===== src/rtl/grf_wb_sink_pkg.sv =====
// rtl/grf_wb_sink_pkg.sv - shared pipeline constants and trace entry layout
package grf_wb_sink_pkg;

  localparam int          DATA_W   = 32;
  localparam int          ADDR_W   = 5;
  localparam logic [4:0]  REG_ZERO = 5'd0;
  localparam int          TRACE_W  = 2 * DATA_W + ADDR_W;

  typedef struct packed {
    logic [DATA_W-1:0] pc;
    logic [ADDR_W-1:0] addr;
    logic [DATA_W-1:0] data;
  } trace_entry_t;

endpackage


===== src/rtl/grf_wb_sink_trace_fifo.sv =====
// rtl/grf_wb_sink_trace_fifo.sv - write-trace FIFO with sticky drop flag
module trace_fifo #(
  parameter int DEPTH = 4,
  parameter int WIDTH = 69
) (
  input  logic             clk,
  input  logic             rst_n,
  input  logic             i_push,
  input  logic             i_pop,
  input  logic [WIDTH-1:0] i_din,
  output logic             o_valid,
  output logic [WIDTH-1:0] o_dout,
  output logic             o_overflow
);

  localparam int             PW       = $clog2(DEPTH);
  localparam logic [PW:0]    CNT_FULL = (PW+1)'(DEPTH);

  logic [WIDTH-1:0] r_mem [DEPTH];
  logic [PW-1:0]    r_wptr;
  logic [PW-1:0]    r_rptr;
  logic [PW:0]      r_count;
  logic             r_overflow;

  logic w_empty;
  logic w_full;
  logic w_pop;
  logic w_push_ok;

  assign w_empty   = (r_count == '0);
  assign w_full    = (r_count == CNT_FULL);
  // An empty FIFO cannot pop, so push+pop on empty degenerates to push only.
  assign w_pop     = i_pop && !w_empty;
  assign w_push_ok = i_push && (!w_full || w_pop);

  always_ff @(posedge clk or negedge rst_n) begin
    if (!rst_n) begin
      r_wptr     <= '0;
      r_rptr     <= '0;
      r_count    <= '0;
      r_overflow <= 1'b0;
    end else begin
      if (w_push_ok) r_wptr <= r_wptr + PW'(1);
      if (w_pop)     r_rptr <= r_rptr + PW'(1);
      r_count <= r_count + {{PW{1'b0}}, w_push_ok} - {{PW{1'b0}}, w_pop};
      if (i_push && !w_push_ok) r_overflow <= 1'b1;
    end
  end

  always_ff @(posedge clk) begin
    if (w_push_ok) r_mem[r_wptr] <= i_din;
  end

  assign o_valid    = !w_empty;
  assign o_dout     = w_empty ? '0 : r_mem[r_rptr];
  assign o_overflow = r_overflow;

endmodule


===== src/rtl/grf_wb_sink.sv =====
// rtl/grf_wb_sink.sv - register file write-back sink with write-trace FIFO
module grf_wb_sink
  import grf_wb_sink_pkg::*;
#(
  parameter int TRACE_DEPTH = 4
) (
  input  logic              clk,
  input  logic              reset,
  input  logic              RegWrite_4,
  input  logic [ADDR_W-1:0] A3,
  input  logic [DATA_W-1:0] WD,
  input  logic [DATA_W-1:0] PC_4,
  input  logic [ADDR_W-1:0] A1,
  input  logic [ADDR_W-1:0] A2,
  output logic [DATA_W-1:0] RD1,
  output logic [DATA_W-1:0] RD2,
  output logic              trace_valid,
  input  logic              trace_ready,
  output logic [DATA_W-1:0] trace_pc,
  output logic [ADDR_W-1:0] trace_addr,
  output logic [DATA_W-1:0] trace_data,
  output logic              trace_overflow
);

  logic [DATA_W-1:0] r_regs [32];
  logic              w_we;
  trace_entry_t      w_entry;
  trace_entry_t      w_head;
  logic [TRACE_W-1:0] w_head_bits;

  assign w_we = RegWrite_4 && (A3 != REG_ZERO);

  // Entry 0 is cleared on reset and never written, so it stays constant zero.
  always_ff @(posedge clk or negedge reset) begin
    if (!reset) begin
      for (int i = 0; i < 32; i++) r_regs[i] <= '0;
    end else if (w_we) begin
      r_regs[A3] <= WD;
    end
  end

  always_comb begin
    RD1 = r_regs[A1];
    if (A1 == REG_ZERO)          RD1 = '0;
    else if (w_we && (A3 == A1)) RD1 = WD;
  end

  always_comb begin
    RD2 = r_regs[A2];
    if (A2 == REG_ZERO)          RD2 = '0;
    else if (w_we && (A3 == A2)) RD2 = WD;
  end

  assign w_entry = '{pc: PC_4, addr: A3, data: WD};

  trace_fifo #(
    .DEPTH (TRACE_DEPTH),
    .WIDTH (TRACE_W)
  ) u_trace_fifo (
    .clk        (clk),
    .rst_n      (reset),
    .i_push     (w_we),
    .i_pop      (trace_ready),
    .i_din      (w_entry),
    .o_valid    (trace_valid),
    .o_dout     (w_head_bits),
    .o_overflow (trace_overflow)
  );

  assign w_head     = w_head_bits;
  assign trace_pc   = w_head.pc;
  assign trace_addr = w_head.addr;
  assign trace_data = w_head.data;

endmodule


===== config.mk =====
export PLATFORM = sky130hd
export DESIGN_NAME = grf_wb_sink
export DESIGN_NICKNAME = d
export VERILOG_FILES = /design/src/rtl/grf_wb_sink_pkg.sv /design/src/rtl/grf_wb_sink_trace_fifo.sv /design/src/rtl/grf_wb_sink.sv
export SDC_FILE = /design/constraint.sdc
export NUM_CORES = 2
export LEC_CHECK = 0
export CORE_MARGIN = 1
export CORE_UTILIZATION = 30
export CTS_BUF_LIST = sky130_fd_sc_hd__clkbuf_8
export DETAILED_ROUTE_END_ITERATION = 7
export PLACE_DENSITY = 0.53
export SLEW_MARGIN = 40
export SYNTH_ARGS = -nofsm -noshare
export SYNTH_HDL_FRONTEND = slang
export SYNTH_SLANG_ARGS = --single-unit
export TNS_END_PERCENT = 100

===== constraint.sdc =====
create_clock -name clk -period 4.3 [get_ports clk]
set_input_delay 0.43 -clock clk [delete_from_list [all_inputs] [get_ports clk]]
set_output_delay 0.43 -clock clk [all_outputs]
set_load 0.02 [all_outputs]

**Word-level counts from Yosys, hierarchy flattened**

Memory sizes are Yosys's and may differ from the RTL's.
Cells that the tools add are included.

- Memories: 1
- Input bits: 83
- Bits in writable memories: 276
- Flip-flop bits (word level): 1032
- Output and inout bits: 135

Memories:

| name | words | bits a word | rd ports | clocked after Yosys merged registers in | wr ports | line | RTL |
|---|---|---|---|---|---|---|---|
| u_trace_fifo.r_mem | 4 | 69 | 1 | 0 | 1 | grf_wb_sink_trace_fifo.sv:19 | `logic [WIDTH-1:0] r_mem [DEPTH];` |

- Muxes and demuxes: 16
- Magnitude comparators: 4
- Bitwise operators: 3
- $add $sub $neg: 4
- Equality and inequality tests: 3
- Reduce and logical (&&, ||, !) cells: 15

Operator list:

| cell | count |
|---|---|
| bitwise mux 1024 bit | 1 |
| binary-select mux 32 bit (select 5 bit) | 2 |
| two-way mux 32 bit | 9 |
| demux 32 bit (select 5 bit) | 1 |
| two-way mux 69 bit | 1 |
| >= comparator 6 bit, second input constant | 3 |
| inverter 5 -> 6 bit | 3 |
| equality test 5 bit | 2 |
| zero test 5 bit | 2 |
| logical AND 1 bit | 7 |
| < comparator 6 x 1 -> 1 bit, second input constant | 1 |
| nonzero test 5 bit | 1 |
| adder 2 x 1 -> 2 bit, second input constant | 2 |
| adder 3 x 1 -> 3 bit | 1 |
| equality test 3 bit, second input constant | 1 |
| zero test 1 bit | 3 |
| zero test 3 bit | 1 |
| subtractor 3 x 1 -> 3 bit | 1 |
| two-way mux 1 bit | 2 |
| logical OR 1 bit | 1 |

**Longest topological paths before layout**

- Word-level depth: 7
- Gate-level depth with buffers: 10
- Mapped depth without buffers: 9

**Hierarchy**

A second synthesis with hierarchy kept.

- Cell total of the unflattened synthesis: 4415
- Area total of the unflattened synthesis: 66163.5 um^2

By module, submodules not included:

| module | cells an instance | instances | area each (um^2) | seq. area each (um^2) |
|---|---|---|---|---|
| grf_wb_sink | 3940 | 1 | 55228.0 | 25624.6 |
| trace_fifo | 475 | 1 | 10935.5 | 8488.1 |

**Worst setup path before layout**

OpenSTA, ideal clock, no wires.

- Kind: input to register
- From: input port RegWrite_4
- To: memory u_trace_fifo.r_mem[0][0], enable pin
- Slack: 0.949 ns
- Arrival: 2.917 ns
- Library setup time: 0.435 ns
- Data required time: 3.865 ns
- Stages: 4
- Cells stage by stage: clkbuf_1 > a21bo_2 > nor2_1 > and2_1

- Longest elaborated chain between the ends: 4

RTL lines:

| what | line | RTL |
|---|---|---|
| from (decl) | grf_wb_sink.sv:9 | `input logic RegWrite_4,` |
| logical AND 1 bit | grf_wb_sink.sv:31 | `assign w_we = RegWrite_4 && (A3 != REG_ZERO);` |
| logical AND 1 bit | grf_wb_sink_trace_fifo.sv:34 | `assign w_push_ok = i_push && (!w_full \|\| w_pop);` |
| via u_trace_fifo.w_push_ok | grf_wb_sink_trace_fifo.sv:28 | `logic w_push_ok;` |
| two-way mux 1 bit | grf_wb_sink_trace_fifo.sv:51 | `if (w_push_ok) r_mem[r_wptr] <= i_din;` |
| two-way mux 1 bit (not written as such) | grf_wb_sink_trace_fifo.sv:51 |  |
| to (decl) | grf_wb_sink_trace_fifo.sv:19 |  |

The timed path passes the listed nets, and every way through them passes these cells.

**Final worst setup path**

- From: register r_regs[654] (netlist name)
- To: output port RD1[14]

- Longest elaborated chain between the ends: 5

RTL lines:

| what | line | RTL |
|---|---|---|
| from (decl) | grf_wb_sink.sv:25 | `logic [DATA_W-1:0] r_regs [32];` |
| from (signal, indexed assignment) | grf_wb_sink.sv:38 | `r_regs[A3] <= WD;` |
| binary-select mux 32 bit (select 5 bit) | grf_wb_sink.sv:43 | `RD1 = r_regs[A1];` |
| two-way mux 32 bit (not written as such) (2 in series) | grf_wb_sink.sv:43 |  |
| two-way mux 32 bit | grf_wb_sink.sv:45 | `else if (w_we && (A3 == A1)) RD1 = WD;` |
| two-way mux 32 bit | grf_wb_sink.sv:44 | `if (A1 == REG_ZERO) RD1 = '0;` |
| to (decl) | grf_wb_sink.sv:15 | `output logic [DATA_W-1:0] RD1,` |

Every way passes these cells. The select of a mux whose other input is x is not followed.

==> impl_metrics.env <==
export IMPL_crit_path_start_kind="register"
export IMPL_first_pass_iters=5
export IMPL_antenna_found_initial=6
export IMPL_grt_pass1_vias=45519
export IMPL_clock_sinks=1308
export IMPL_detail_route_wl_per_cell_um=32.3
export IMPL_synth_ff_type="dfrtp_1"
export IMPL_dr_wl_met2_mm=118
export IMPL_critPathCaptureType="output port"
export IMPL_min_path_cells=1
export IMPL_route_detailed_drc=0
export IMPL_async_flop_share=0.789
export IMPL_clk_pin_slew_ns=0.06
export IMPL_grt_pass1_wl_mm=359
export IMPL_reg2reg_depth=9
export IMPL_syn_area_um2=66300
export IMPL_synth_fp_nets=4531
export IMPL_grt_ovfl_total=0
export IMPL_avgSynthCellArea_um2=14.9
export IMPL_die_width_um=472
export IMPL_via_per_inst=5.63
export IMPL_worst_pin_slew_ns=0.916
export IMPL_synth_top_area_frac=0.389
export IMPL_dp_hpwl_mm=164
export IMPL_post_cts_setup_buffers=0
export IMPL_drv_slew=0
export IMPL_clockRootBuffer="clkbuf_8"
export IMPL_crit_arrival_ns=3.70
export IMPL_cts_tree="built"
export IMPL_post_route_cell_area_um2=78300
export IMPL_fin_cells=7891
export IMPL_met1_length_mm=108
export IMPL_path_class="register to output port"
export IMPL_multi_input_area_um2=30300
export IMPL_die_y_um=472
export IMPL_synth_seq_cells=1308
export IMPL_yosys_area_top_type="dfrtp_1"
export IMPL_setup_viol=0
export IMPL_fmax_ghz=0.242
export IMPL_ys_types=68
export IMPL_maxCapViolCount=0
export IMPL_irDropWorstVdd_v=0.000342
export IMPL_cts_max_level=4
export IMPL_regArea_um2=34100
export IMPL_rows=172
export IMPL_fin_nets=4858
export IMPL_vias=44437
export IMPL_rsz0062_at_grt="false"
export IMPL_path_max_fanout=3
export IMPL_top_layer="met5"
export IMPL_clkLatencyLatePin_ns=0.98
export IMPL_fillers=21192
export IMPL_dieArea_um2=223000
export IMPL_hold_path_class="primary input to register"
export IMPL_io_pins=218
export IMPL_power_density_nw_per_um2=493
export IMPL_synth_most_common_cell="mux2_2"
export IMPL_finClkSkew_ns=0.0516
export IMPL_finalCritPeriodShare=0.961
export IMPL_yosys_top_cells_count="1,050 x mux2_2, 1,032 x dfrtp_1, 420 x mux4_2"
export IMPL_core_um2=220000
export IMPL_design_power_total_mw=38.6
export IMPL_area_growth_syn_to_layout_pct=18.0
export IMPL_netlist_instances=4441
export IMPL_required_ns=3.87
export IMPL_hold_viol_final=0
export IMPL_start_util=0.302
export IMPL_gp_congestion=0.869
export IMPL_yosys_warnings=0
export IMPL_seq_area_frac_synth=0.514
export IMPL_grt_usage=0.226
export IMPL_wl_met3_mm=18.0
export IMPL_first_iter_violations=3947
export IMPL_ys_top_cells_by_area="dfrtp_1 39%, mux2_2 18%, mux4_2 14%"
export IMPL_dp_cells=7484
export IMPL_dpl_instance_area_um2=73700
export IMPL_grt_max_degree=120
export IMPL_port_buffers=217
export IMPL_slew_headroom=0.388
export IMPL_routed_wl_mm=255
export IMPL_fin_crit_ns=4.13
export IMPL_synth_edf_count=276
export IMPL_cts_buffer_depth=3
export IMPL_holdWs_ns=0.114
export IMPL_power_leakage_nw=32.4
export IMPL_layout_drive_gt1_share=0.454
export IMPL_final_util=0.356
export IMPL_status="finished clean"
export IMPL_ant_nets=0
export IMPL_cts_buffers_inserted=219
[final cells by class]
type / instances / share of cell area
antenna: 5 / 0.000160
clock buffer: 266 / 0.0468
clock inverter: 115 / 0.00850
inverter: 16 / 0.000767
multi-input combinational: 2650 / 0.387
sequential: 1308 / 0.436
tap: 2958 / 0.0473
timing repair buffer: 573 / 0.0737
[sequential cells by signal, summed over array words and instances, names as in the netlist]
register and cells:
r_regs 1024, u_trace_fifo.o_overflow 1, u_trace_fifo.r_count 3, u_trace_fifo.r_mem 276, u_trace_fifo.r_rptr 2, u_trace_fifo.r_wptr 2
[critical path, cell delays in order (launching register included)]
cell             delay [ns]
dfrtp_1                0.39
mux4_2                 0.50
mux2i_2                0.38
o22ai_1                0.24
nor3_2                 0.39
buf_4                  0.18
nor3_1                 0.08
clkdlybuf4s50_1        0.57
[cells by family (layout without fill, tap and decap cells)]
| group | count (synthesis) | count (layout) | share of synthesized area |
|---|---|---|---|
| xor+xnor | 15 | 15 | 0.00198 |
| fa+ha+maj | 7 | 7 | 0.00143 |
| mux | 1762 | 1762 | 0.365 |
| simple gates | 381 | 381 | 0.0308 |
| buf+inv | 483 | 970 | 0.0337 |
| flops | 1308 | 1308 | 0.514 |
| compound gates | 485 | 485 | 0.0528 |
| other cells | 0 | 5 | 0 |
[final timing paths]
kind / endpoint / slack (ns) / from
setup / recovery: RD1[14] / 0.17 / r_regs[654]
hold / removal: u_trace_fifo.r_mem[2][41] / 0.11 / PC_4[4]
setup reg to reg: u_trace_fifo.r_count[2] / 1.61 / u_trace_fifo.r_count[1]
hold reg to reg: r_regs[1006] / 0.40 / r_regs[1006]
max in group asynchronous: r_regs[796] / 2.37 / reset
min in group asynchronous: r_regs[84] / 0.45 / reset
[metrics by stage]
stage | worst slack (ns) | TNS (ns)
floorplan | 0.949 | 0
global placement | -0.00292 | -0.00292
detailed placement | 0.0274 | 0
CTS | 0.0147 | 0
global route | 0.0273 | 0
finish | 0.167 | 0
[routing by layer]
metal,global-route usage,vias to the layer above
li1,-,17897
met5,0,-
met1,0.304,24215
met3,0.0477,455
met2,0.353,1864
met4,0.0942,6
[power by group]
group	internal [mW]	switching, mW	total (mW)
logic	5.61	5.08	10.7
registers	15.1	1.60	16.7
clock network	5.81	5.41	11.2
total	26.5	12.1	38.6
[repair_timing]
action / CTS / global route
cloned: 0 / 0
resized for setup: 3 / 5
hold buffers: 17 / 1
endpoints found under the setup margin: 2 / 3
hold endpoints to repair: 245 / 16
[cell usage in the layout (no fill, tap or decap), types with 53 or more instances in the layout]
master / n
mux2_2: 1050
dfrtp_1: 1030
mux4_2: 420
buf_4: 300
mux2i_1: 290
edfxtp_1: 276
clkbuf_8: 267
clkdlybuf4s50_1: 160
inv_1: 92
o22ai_1: 92
buf_12: 76
and2_1: 73
nor2_1: 62
a21oi_1: 59
a221oi_1: 56
nand2_1: 54
a22oi_1: 53
Power figures use the tool's default switching activity.
